### src/rtl/regfile_access_ctrl_pkg.sv
// Shared types and constants for the RegisterFile access controller.
package regfile_ctrl_pkg;

  typedef enum logic [2:0] {
    IDLE,
    WB,
    RD,
    IOWR,
    IORD
  } state_t;

  localparam logic [4:0] IO_REG_ADDR = 5'd31;

  // One bit per requester; used both for eligible requests and one-hot grants.
  typedef struct packed {
    logic iord;
    logic iowr;
    logic rd;
    logic wb;
  } grant_t;

endpackage

### src/rtl/regfile_access_ctrl_if.sv
// Requester-side handshake and read-response bundle of regfile_access_ctrl.
interface regfile_access_ctrl_if;
  logic        wb_req;
  logic [4:0]  wb_addr;
  logic [31:0] wb_data;
  logic        wb_ack;
  logic        rd_req;
  logic [4:0]  rd_rs1;
  logic [4:0]  rd_rs2;
  logic        rd_ack;
  logic        io_wr_req;
  logic [31:0] io_wr_data;
  logic        io_wr_ack;
  logic        io_rd_req;
  logic        io_rd_ack;
  logic        rsp_valid;
  logic        rsp_io;
  logic [31:0] rsp_rs1;
  logic [31:0] rsp_rs2;

  modport master (
    output wb_req, wb_addr, wb_data, rd_req, rd_rs1, rd_rs2,
           io_wr_req, io_wr_data, io_rd_req,
    input  wb_ack, rd_ack, io_wr_ack, io_rd_ack,
           rsp_valid, rsp_io, rsp_rs1, rsp_rs2
  );

  modport slave (
    input  wb_req, wb_addr, wb_data, rd_req, rd_rs1, rd_rs2,
           io_wr_req, io_wr_data, io_rd_req,
    output wb_ack, rd_ack, io_wr_ack, io_rd_ack,
           rsp_valid, rsp_io, rsp_rs1, rsp_rs2
  );
endinterface

### src/rtl/regfile_access_ctrl_prio_arb.sv
// Fixed-priority picker: starved IO write, write-back, read, IO write, IO read.
module rfc_prio_arb
  import regfile_ctrl_pkg::*;
(
  input  grant_t req,
  input  logic   starved,
  output grant_t gnt
);

  always_comb begin
    gnt = '0;
    if (req.iowr && starved) gnt.iowr = 1'b1;
    else if (req.wb)         gnt.wb   = 1'b1;
    else if (req.rd)         gnt.rd   = 1'b1;
    else if (req.iowr)       gnt.iowr = 1'b1;
    else if (req.iord)       gnt.iord = 1'b1;
  end

endmodule

### src/rtl/regfile_access_ctrl.sv
// Arbiter/sequencer for the RegisterFile strobe interface.
// Optional r0-hardwired-zero behaviour: define RFC_ZERO_REG_EN.
module regfile_access_ctrl
  import regfile_ctrl_pkg::*;
#(
  parameter int unsigned STARVE_LIMIT = 8,
  parameter int unsigned CNT_W        = 4
) (
  input  logic                       clk,
  input  logic                       rst,
  regfile_access_ctrl_if.slave       bus,
  output logic                       we,
  output logic                       io_we,
  output logic                       RF_trigger,
  output logic                       RF_from_IO,
  output logic [4:0]                 rs1_addr,
  output logic [4:0]                 rs2_addr,
  output logic [4:0]                 rd_addr,
  output logic [31:0]                rd_data,
  output logic [31:0]                data_io,
  input  logic [31:0]                rs1_data,
  input  logic [31:0]                rs2_data
);

  state_t             state, state_d;
  grant_t             elig, gnt;
  logic [CNT_W-1:0]   starve_cnt;
  logic               starved;
  logic               wb_en;
  logic [31:0]        rs1_cap, rs2_cap;

  assign starved = (starve_cnt == CNT_W'(STARVE_LIMIT));

`ifdef RFC_ZERO_REG_EN
  assign wb_en   = (bus.wb_addr != '0);
  assign rs1_cap = (state == RD && rs1_addr == '0) ? '0 : rs1_data;
  assign rs2_cap = (state == RD && rs2_addr == '0) ? '0 : rs2_data;
`else
  assign wb_en   = 1'b1;
  assign rs1_cap = rs1_data;
  assign rs2_cap = rs2_data;
`endif

  // A requester being acked this cycle is excluded so it cannot be granted twice.
  always_comb begin
    elig.wb   = bus.wb_req    && !bus.wb_ack;
    elig.rd   = bus.rd_req    && !bus.rd_ack;
    elig.iowr = bus.io_wr_req && !bus.io_wr_ack;
    elig.iord = bus.io_rd_req && !bus.io_rd_ack;
  end

  rfc_prio_arb u_arb (
    .req     (elig),
    .starved (starved),
    .gnt     (gnt)
  );

  always_comb begin
    state_d = IDLE;
    if (gnt.wb)        state_d = WB;
    else if (gnt.rd)   state_d = RD;
    else if (gnt.iowr) state_d = IOWR;
    else if (gnt.iord) state_d = IORD;
  end

  always_ff @(posedge clk or posedge rst) begin
    if (rst) state <= IDLE;
    else     state <= state_d;
  end

  // Strobes and acks are registered copies of the next state.
  always_ff @(posedge clk or posedge rst) begin
    if (rst) begin
      we            <= 1'b0;
      io_we         <= 1'b0;
      RF_trigger    <= 1'b0;
      RF_from_IO    <= 1'b0;
      bus.wb_ack    <= 1'b0;
      bus.rd_ack    <= 1'b0;
      bus.io_wr_ack <= 1'b0;
      bus.io_rd_ack <= 1'b0;
    end else begin
      we            <= (state_d == WB) && wb_en;
      io_we         <= (state_d == IOWR);
      RF_trigger    <= (state_d == RD);
      RF_from_IO    <= (state_d == IORD);
      bus.wb_ack    <= (state_d == WB);
      bus.rd_ack    <= (state_d == RD);
      bus.io_wr_ack <= (state_d == IOWR);
      bus.io_rd_ack <= (state_d == IORD);
    end
  end

  always_ff @(posedge clk or posedge rst) begin
    if (rst) begin
      rd_addr  <= '0;
      rd_data  <= '0;
      rs1_addr <= '0;
      rs2_addr <= '0;
      data_io  <= '0;
    end else begin
      if (gnt.wb) begin
        rd_addr <= bus.wb_addr;
        rd_data <= bus.wb_data;
      end
      if (gnt.rd) begin
        rs1_addr <= bus.rd_rs1;
        rs2_addr <= bus.rd_rs2;
      end
      if (gnt.iord) rs1_addr <= IO_REG_ADDR;
      if (gnt.iowr) data_io  <= bus.io_wr_data;
    end
  end

  always_ff @(posedge clk or posedge rst) begin
    if (rst) begin
      bus.rsp_valid <= 1'b0;
      bus.rsp_io    <= 1'b0;
      bus.rsp_rs1   <= '0;
      bus.rsp_rs2   <= '0;
    end else begin
      bus.rsp_valid <= (state == RD) || (state == IORD);
      bus.rsp_io    <= (state == IORD);
      if ((state == RD) || (state == IORD)) begin
        bus.rsp_rs1 <= rs1_cap;
        bus.rsp_rs2 <= rs2_cap;
      end
    end
  end

  always_ff @(posedge clk or posedge rst) begin
    if (rst)                                 starve_cnt <= '0;
    else if (!bus.io_wr_req || bus.io_wr_ack) starve_cnt <= '0;
    else if (!starved)                       starve_cnt <= starve_cnt + 1'b1;
  end

endmodule

### src/flat_wrapper.sv
// flat-port wrapper written by rule: the top's interface ports become plain ports
module regfile_access_ctrl_flat import regfile_ctrl_pkg::*;
#(
  parameter int unsigned STARVE_LIMIT = 8,
  parameter int unsigned CNT_W        = 4
)
  (clk, rst, we, io_we, RF_trigger, RF_from_IO, rs1_addr, rs2_addr, rd_addr, rd_data, data_io, rs1_data, rs2_data, bus_wb_req, bus_wb_addr, bus_wb_data, bus_rd_req, bus_rd_rs1, bus_rd_rs2, bus_io_wr_req, bus_io_wr_data, bus_io_rd_req, bus_wb_ack, bus_rd_ack, bus_io_wr_ack, bus_io_rd_ack, bus_rsp_valid, bus_rsp_io, bus_rsp_rs1, bus_rsp_rs2);
  regfile_access_ctrl_if bus_i ();
  input  logic clk;
  input  logic rst;
  output logic we;
  output logic io_we;
  output logic RF_trigger;
  output logic RF_from_IO;
  output logic [4:0] rs1_addr;
  output logic [4:0] rs2_addr;
  output logic [4:0] rd_addr;
  output logic [31:0] rd_data;
  output logic [31:0] data_io;
  input  logic [31:0] rs1_data;
  input  logic [31:0] rs2_data;
  input wire logic [$bits(bus_i.wb_req)-1:0] bus_wb_req;
  input wire logic [$bits(bus_i.wb_addr)-1:0] bus_wb_addr;
  input wire logic [$bits(bus_i.wb_data)-1:0] bus_wb_data;
  input wire logic [$bits(bus_i.rd_req)-1:0] bus_rd_req;
  input wire logic [$bits(bus_i.rd_rs1)-1:0] bus_rd_rs1;
  input wire logic [$bits(bus_i.rd_rs2)-1:0] bus_rd_rs2;
  input wire logic [$bits(bus_i.io_wr_req)-1:0] bus_io_wr_req;
  input wire logic [$bits(bus_i.io_wr_data)-1:0] bus_io_wr_data;
  input wire logic [$bits(bus_i.io_rd_req)-1:0] bus_io_rd_req;
  output wire logic [$bits(bus_i.wb_ack)-1:0] bus_wb_ack;
  output wire logic [$bits(bus_i.rd_ack)-1:0] bus_rd_ack;
  output wire logic [$bits(bus_i.io_wr_ack)-1:0] bus_io_wr_ack;
  output wire logic [$bits(bus_i.io_rd_ack)-1:0] bus_io_rd_ack;
  output wire logic [$bits(bus_i.rsp_valid)-1:0] bus_rsp_valid;
  output wire logic [$bits(bus_i.rsp_io)-1:0] bus_rsp_io;
  output wire logic [$bits(bus_i.rsp_rs1)-1:0] bus_rsp_rs1;
  output wire logic [$bits(bus_i.rsp_rs2)-1:0] bus_rsp_rs2;
  assign bus_i.wb_req = bus_wb_req;
  assign bus_i.wb_addr = bus_wb_addr;
  assign bus_i.wb_data = bus_wb_data;
  assign bus_i.rd_req = bus_rd_req;
  assign bus_i.rd_rs1 = bus_rd_rs1;
  assign bus_i.rd_rs2 = bus_rd_rs2;
  assign bus_i.io_wr_req = bus_io_wr_req;
  assign bus_i.io_wr_data = bus_io_wr_data;
  assign bus_i.io_rd_req = bus_io_rd_req;
  assign bus_wb_ack = bus_i.wb_ack;
  assign bus_rd_ack = bus_i.rd_ack;
  assign bus_io_wr_ack = bus_i.io_wr_ack;
  assign bus_io_rd_ack = bus_i.io_rd_ack;
  assign bus_rsp_valid = bus_i.rsp_valid;
  assign bus_rsp_io = bus_i.rsp_io;
  assign bus_rsp_rs1 = bus_i.rsp_rs1;
  assign bus_rsp_rs2 = bus_i.rsp_rs2;
  regfile_access_ctrl #(.STARVE_LIMIT(STARVE_LIMIT), .CNT_W(CNT_W)) u_core (.clk(clk), .rst(rst), .bus(bus_i), .we(we), .io_we(io_we), .RF_trigger(RF_trigger), .RF_from_IO(RF_from_IO), .rs1_addr(rs1_addr), .rs2_addr(rs2_addr), .rd_addr(rd_addr), .rd_data(rd_data), .data_io(data_io), .rs1_data(rs1_data), .rs2_data(rs2_data));
endmodule
### config.mk
export PLATFORM = sky130hd
export DESIGN_NAME = regfile_access_ctrl_flat
export DESIGN_NICKNAME = d
export VERILOG_FILES = /design/src/rtl/regfile_access_ctrl_pkg.sv /design/src/rtl/regfile_access_ctrl_if.sv /design/src/rtl/regfile_access_ctrl_prio_arb.sv /design/src/rtl/regfile_access_ctrl.sv /design/src/flat_wrapper.sv
export SDC_FILE = /design/constraint.sdc
export NUM_CORES = 1
export LEC_CHECK = 0
export ABC_AREA = 1
export CAP_MARGIN = 20
export CORE_MARGIN = 2
export CORE_UTILIZATION = 37
export CTS_CLUSTER_DIAMETER = 150
export DETAILED_ROUTE_END_ITERATION = 7
export PLACE_DENSITY = 0.77
export SYNTH_ARGS = -nofsm -noshare
export SYNTH_HDL_FRONTEND = slang
export SYNTH_SLANG_ARGS = --single-unit
### constraint.sdc
create_clock -name clk -period 5.4 [get_ports clk]
set_input_delay 1.62 -clock clk [delete_from_list [all_inputs] [get_ports clk]]
set_output_delay 1.62 -clock clk [all_outputs]
set_load 0.1 [all_outputs]
==> results.txt <==
----------------------------------------------------
[Status]
  Result of the run ... finished clean

[Worst setup path]
  Worst Path Buf+Inv ... 1
  Slowest CP cell ... sky130_fd_sc_hd__clkdlybuf4s50_1
  Launching element type of the critical path ... flip-flop
  Classification of the worst setup path ... reg -> out
  Critical Path End Type ... output port
  Data required time at the worst endpoint ... ~3800 ps
  Crit path largest cell delay ... 1160 ps
  Worst Reg-to-Reg Cells ... 9
  Top cell family by delay on the critical path ... buffers and inverters
  Data arrival time of the critical path ... roughly 2000 ps
  Worst-path cell chain ... clkdlybuf4s50_1
  Worst path depth ... 1
  Worst Path Max Fanout ... 3

[Synthesis]
  Asr flop ratio synth ... 1.00
  Most common library cells after synthesis ... sky130_fd_sc_hd__nand2_1 (311), sky130_fd_sc_hd__dfrtp_1 (156), sky130_fd_sc_hd__inv_1 (83)
  Share of cell area taken by muxes after synthesis ... 0
  Post-synthesis instance area ... 6120 µm²
  Library cell with the highest instance count after synthesis ... sky130_fd_sc_hd__nand2_1
  Post-synth EDFFs ... 0
  Number of instances in the synthesized netlist ... ~680
  Average cell area after synthesis ... about 9 µm²
  Dominant cell type by area after synthesis ... sky130_fd_sc_hd__dfrtp_1
  Number of library cell types mapped by synthesis ... 19
  Sequential element share of the synthesized area ... 0.638
  Dominant combinational cell family by area after synthesis ... simple AND/OR/NAND/NOR gates
  Count of warnings emitted by yosys ... 0
  Most used DFF post-synth ... sky130_fd_sc_hd__dfrtp_1
  Post-Synth Simple-Gate Area ... 0.210
  Fraction of the mapped netlist area in compound gates ... 0.0571
  Adder-cell area share of the yosys netlist ... 0.00409
  Top cells by area in the synthesized netlist ... sky130_fd_sc_hd__dfrtp_1 (64%), sky130_fd_sc_hd__nand2_1 (19%), sky130_fd_sc_hd__o21ai_0 (5.5%)
  Synthesized-area fraction occupied by xor and xnor cells ... 0.00143
  Area share of the leading cell type in the synthesized netlist ... 0.638
  FF+latch count, synth ... around 160
  Number of nets produced by synthesis ... around 830

[Global routing]
  Global-route wire length before repair ... 26,800 µm
  Total global routing overflow ... 0
  Pin count of the biggest net entering global routing ... 130
  Number of antenna violations at the first check in global routing ... 0
  Overall routing resource usage ... 0.192
  Vias in the first global route ... roughly 5,200

[Clocking]
  Max H-tree Level ... 4
  TritonCTS clock tree ... yes
  Clock Latency Late Sink ... between 400 and 500 ps
  Clk root buf ... sky130_fd_sc_hd__clkbuf_16
  Post-CTS Setup Repair Bufs ... 0
  Post-CTS Resized ... 0
  Worst-path clk slew ... 60 ps
  Clock buffer depth ... 2
  CTS Buf Count ... 17
  Number of sinks driven by the clock tree ... 156
  Hold-fix buffers at CTS ... 0

[Drt]
  First-pass detailed-route iteration total ... 6
  Number of nets with antenna violations after detailed routing ... 0
  Routed vias/inst ... roughly 4.4
  Iter 0 DRT Violations ... about 320
  Number of vias in the routed layout ... 5,318
  DR WL/cell ... ~14 µm
  Final Routed Wirelength ... 16,900 µm
  # DRC ... 0

[Min path]
  Worst Hold Path Cells ... 2
  Worst hold path type ... reg -> reg

[Flow run]
  Max-cap violation count ... 0

[Timing]
  Worst Max-Slew Pin Slew ... just over 1000 ps
  Accumulated negative setup slack ... 0 ps
  Unrepaired setup endpoints after global routing ... no
  Setup-violating endpoint count in the final report ... 0
  Period minus WS final ... 3610 ps
  Final Slew Violations ... 0
  Smallest setup slack after layout ... around 1800 ps
  Worst-case clock skew ... around 9.4 ps
  Remaining max-slew budget at the tightest pin ... 0.312
  Final cycle utilization of the critical path ... 0.668
  Final number of hold-violating endpoints ... 0
  Highest attainable clock frequency ... 277 MHz

[Power]
  Peak supply drop ... 251 µV
  Leak Pwr ... 4.73 nW
  Power per unit of standard cell area ... between 500 and 600 nW/µm²

[Die]
  DIE HEIGHT ... roughly 130 µm
  Standard cell core area ... between 15,000 and 20,000 µm²
  Placement row count ... 47
  Area of the die ... between 15,000 and 20,000 µm²
  Initial Utilization ... 0.374
  Number of ports placed on the die boundary ... about 300
  Die width ... between 100 and 150 µm

[Placed design]
  Total of buffers placed on input and output ports ... about 300
  Half-perimeter wire length of the detailed placement result ... roughly 12,000 µm
  Placement-stage worst setup slack ... between 1500 and 2000 ps
  Global placement routability congestion ... between 0.7 and 0.8

[Final layout]
  Layout cells sized above 1 ... 0.0439
  Number of nets in the layout ... 1,119
  Layout overhead on the synthesized area ... 61.1%
  Number of diodes ... 0

----------------------------------------------------
## worst paths after layout
| kind | start | to | slack, ps |
|---|---|---|---|
| hold reg to reg | u_core.data_io[25] | u_core.data_io[25] | 470 |
| min in group asynchronous | rst | u_core.bus.rsp_rs2[10] | 1690 |
| setup reg to reg | u_core.starve_cnt[0] | u_core.rd_data[17] | 3020 |
| hold / removal | u_core.data_io[25] | u_core.data_io[25] | 470 |
| setup / recovery | u_core.bus.io_wr_ack | io_we | 1790 |
| max in group asynchronous | rst | u_core.rs1_addr[4] | 2670 |
## area by class of cell
type / instances / area (µm²)
timing repair buffer: 305 / 3080
inverter: 86 / 327
sequential: 156 / 3900
fill: 1403 / 6490
clock inverter: 12 / 170
clock buffer: 19 / 433
multi-input combinational: 402 / 1670
tap: 220 / 275
## worst min-delay path, delay by kind of cell, from the launching register on
kind | cells | cell delay [ps]
flip-flops | 1 | 340
AND/OR/NAND/NOR | 2 | 100
## sequential cells by signal, indices dropped and copies added (netlist names)
name and count:
u_core.rs1_addr 5, u_core.bus.rsp_rs2 32, u_core.bus.rd_ack 1, u_core.bus.io_wr_ack 1
u_core.state 3, u_core.rd_data 32, u_core.bus.wb_ack 1, u_core.bus.rsp_rs1 32
u_core.bus.rsp_valid 1, u_core.rs2_addr 5, u_core.starve_cnt 4, u_core.rd_addr 5
u_core.bus.rsp_io 1, u_core.bus.io_rd_ack 1, u_core.data_io 32
## cell usage in the layout (no fill, tap or decap), drive strengths merged
master and count:
nand2 313, clkdlybuf4s50 301, dfrtp 156, inv 86, o21ai 68, clkbuf 19, nand3 12, clkinv 6
nor2 5, bufinv 4, buf 4, clkinvlp 2, ha 2, xnor2 1, a21oi 1
## per-layer routing
metal | vias to the layer above | global-route usage | share of wire
li1 | 2604 | - | -
met1 | 2484 | 0.237 | 0.41
met2 | 200 | 0.318 | 0.50
met3 | 30 | 0.0586 | 0.069
met4 | 0 | 0.0747 | 0.024
met5 | - | 0 | 0
## cells by family after synthesis
family                   Yosys count
AO/OA/AOI/OAI                     69
XOR/XNOR                           1
AND/OR/NAND/NOR                  330
buffers and inverters            120
flip-flops                       156
adder cells (fa/ha/maj)            2
## power by group
group | total (mW) | switching, mW | leakage (nW) | internal (mW)
registers | 1.56 | 0.139 | 1.93 | 1.42
clock network | 1.24 | 0.468 | 0.297 | 0.769
logic | 2.87 | 2.25 | 2.50 | 0.619
## stage by stage
stage / instances / power, mW / utilization / hold slack (ps) / instance area [µm²]
2_1_floorplan: 678 / 3.72 / - / 471 / 6120
3_3_place_gp: 1168 / 4.42 / 0.564 / 461 / 9230
3_5_place_dp: 1168 / 4.45 / 0.564 / 464 / 9230
4_1_cts: 1199 / 5.71 / 0.601 / 480 / 9830
5_1_grt: 1200 / 5.88 / 0.603 / 497 / 9860
6_report: 1200 / 5.67 / 0.603 / 474 / 9860
(Power assumes the default switching activity.)
==> patch, RTL diff (same flow settings) <==
`CNT_W` is set to 4 in 2 places; all go to 6.
--- a/src/rtl/regfile_access_ctrl.sv
+++ b/src/rtl/regfile_access_ctrl.sv
@@ -6,3 +6,3 @@
   parameter int unsigned STARVE_LIMIT = 8,
-  parameter int unsigned CNT_W        = 4
+  parameter int unsigned CNT_W        = 6
 ) (
--- a/src/flat_wrapper.sv
+++ b/src/flat_wrapper.sv
@@ -4,3 +4,3 @@
   parameter int unsigned STARVE_LIMIT = 8,
-  parameter int unsigned CNT_W        = 4
+  parameter int unsigned CNT_W        = 6
 )
Behaviour: same outputs for any inputs over 10 cycles, from zero or initial values and one cycle with rst high; that may be too few to reach the edited logic, so the function may still have changed.
==> patch against the unedited design <==
Wire length rose by 1.7%; synthesized area rose by 1.5%; cell area is 1.1% higher; total power is 2.6% higher; setup slack got worse by 17 ps; synthesized cell count is 1.8% higher; sequential cell count rose by 2; non-clock buffer count is 2 lower; via count rose by 2.8%; critical endpoint unchanged; largest power group unchanged.
==> patch: results (changes against the unedited design) <==
| Metric | Value |
|---|---|
| Status | finished clean (unchanged) |
| CTS Buf Count | 17 (unchanged) |
| Sw Ratio | 0.5014 (was 0.5043) |
| Power Clock | 0.00131 W (was 0.00124 W) |
| Syn Nets | 841 (was 829) |
| Share of flip-flops with an asynchronous set or reset | 1.000 (unchanged) |
| Power share of the combinational group | 0.502 (was 0.506) |
| R2r worst-path depth | 9 (unchanged) |
| Hold path depth | 2 (unchanged) |
| Yosys cell types | 23 (was 19) |
| Pin count of the biggest net entering global routing | 159 (was 130) |
| Critical Path AT | 2010 ps (was 1990 ps) |
| Worst skew pair latency | 420 ps (about the same) |
| Share of layout cells above drive strength 1 | 0.04541 (was 0.04388) |
| DPL Wire Length | 12.04 mm (was 11.87 mm) |
| Longest Clk Path Bufs | 2 (unchanged) |
| Reg-to-reg slack, setup | 2880 ps (was 3020 ps) |
| Crit-path slowest cell | clkdlybuf4s50_1 (unchanged) |
| Worst slew pin tran | 1054 ps (was 1029 ps) |
| Placer Congestion | 0.7494 (was 0.7648) |
| Reg2reg start | u_core.starve_cnt[0] (unchanged) |
| Post-DP Area | 0.009323 mm2 (was 0.009228 mm2) |
| Vias in the first global route | 5,219 (was 5,229) |
| Fin crit share | 0.6714 (was 0.6682) |
| Reg-to-reg endpoint | u_core.rd_data[4] (was u_core.rd_data[17]) |
| Root buffer cell | clkbuf_16 (unchanged) |
| Vias after detailed routing | 5,469 (was 5,318) |
| Detailed Route Iter0 Violations | 334 (was 322) |
| Initial antenna violation count | 0 (unchanged) |
| Synth area leaders | dfrtp_1 64%, nand2_1 18%, o21ai_0 5.4% (was dfrtp_1 64%, nand2_1 19%, o21ai_0 5.5%) |
| Hold Path End | u_core.data_io[15] (was u_core.data_io[25]) |
| Worst Skew | 10.74 ps (was 9.351 ps) |
| Worst slack at placement | 1496 ps (was 1509 ps) |
| Max VDD drop | 353.2 uV (was 250.7 uV) |
| Register area share after synthesis | 0.6367 (was 0.6380) |
| CP Max Fanout | 3 (unchanged) |
| Hold_sp | u_core.data_io[15] (was u_core.data_io[25]) |
| First-pass GRT wire length | 26.74 mm (was 26.79 mm) |
| Fill count | 1,375 (was 1,403) |
| Final #Nets | 1,129 (was 1,119) |
| Leakage | 4.765 nW (was 4.728 nW) |
| Total global-route track usage | 0.1917 (was 0.1923) |
| Commonest cells post-synth | 306 x nand2_1, 158 x dfrtp_1, 84 x inv_1 (was 311 x nand2_1, 156 x dfrtp_1, 83 x inv_1) |
| Final WL | 17.18 mm (was 16.90 mm) |
| Number of buffers and inverters on the critical path | 1 (unchanged) |
| CTS clk-pin slew, worst paths | 60 ps (about the same) |
-- patch: final cells by class --
class                           count  area, um2  area share
Sequential cell                   158       3954      0.3969
Timing Repair Buffer              303       3040      0.3052
Multi-Input combinational cell    409       1715      0.1722
Clock buffer                       22      454.2     0.04559
Inverter                           89      337.8     0.03391
Tap cell                          220      275.3     0.02763
Clock inverter                     10      185.2     0.01859
-- patch: per-layer routing --
layer | part of all wire | routed length [um] | global-route usage | up-vias
met5 | 0 | 0 | 0 | -
met1 | 0.42 | 7172 | 0.2386 | 2542
met3 | 0.091 | 1569 | 0.07839 | 27
li1 | - | - | - | 2650
met4 | 0.018 | 309 | 0.06915 | 0
met2 | 0.47 | 8133 | 0.3021 | 250
-- patch: worst max-delay path by stage --
stage,start,to,cells past startpoint
3_3_place_gp,bus_io_wr_req,u_core.rd_data[13],8
3_5_place_dp,bus_io_wr_req,u_core.rd_data[31],8
2_1_floorplan,rst,u_core.bus.io_rd_ack,1
5_1_grt,u_core.bus.io_wr_ack,io_we,1
6_report,u_core.bus.io_wr_ack,io_we,1
4_1_cts,u_core.bus.io_wr_ack,io_we,1
-- patch: tightest hold or removal path, stage by stage (launching register included) --
cell and delay (ps):
dfrtp_1 340, nand2_1 50, nand2_1 40
-- patch: cells by family (layout without fill, tap and decap cells) --
group	count (synthesis)	in the layout	synth area share
and+or+nand+nor	336	336	0.2126
DFF	158	158	0.6367
buffers and inverters	123	424	0.08886
AOI/OAI and AO/OA	70	70	0.05642
adders and majority gates	2	2	0.004029
xor gates and xnor gates	1	1	0.001411
-- patch: through the flow --
step                      hold WS, ps  std cells  power, W
after CTS                       473.4       1211  0.005854
after global routing            485.0       1211  0.006029
after global placement          452.6       1179  0.004508
final                           471.8       1211  0.005818
after floorplan                 452.7        690  0.003781
after detailed placement        458.2       1179  0.004531
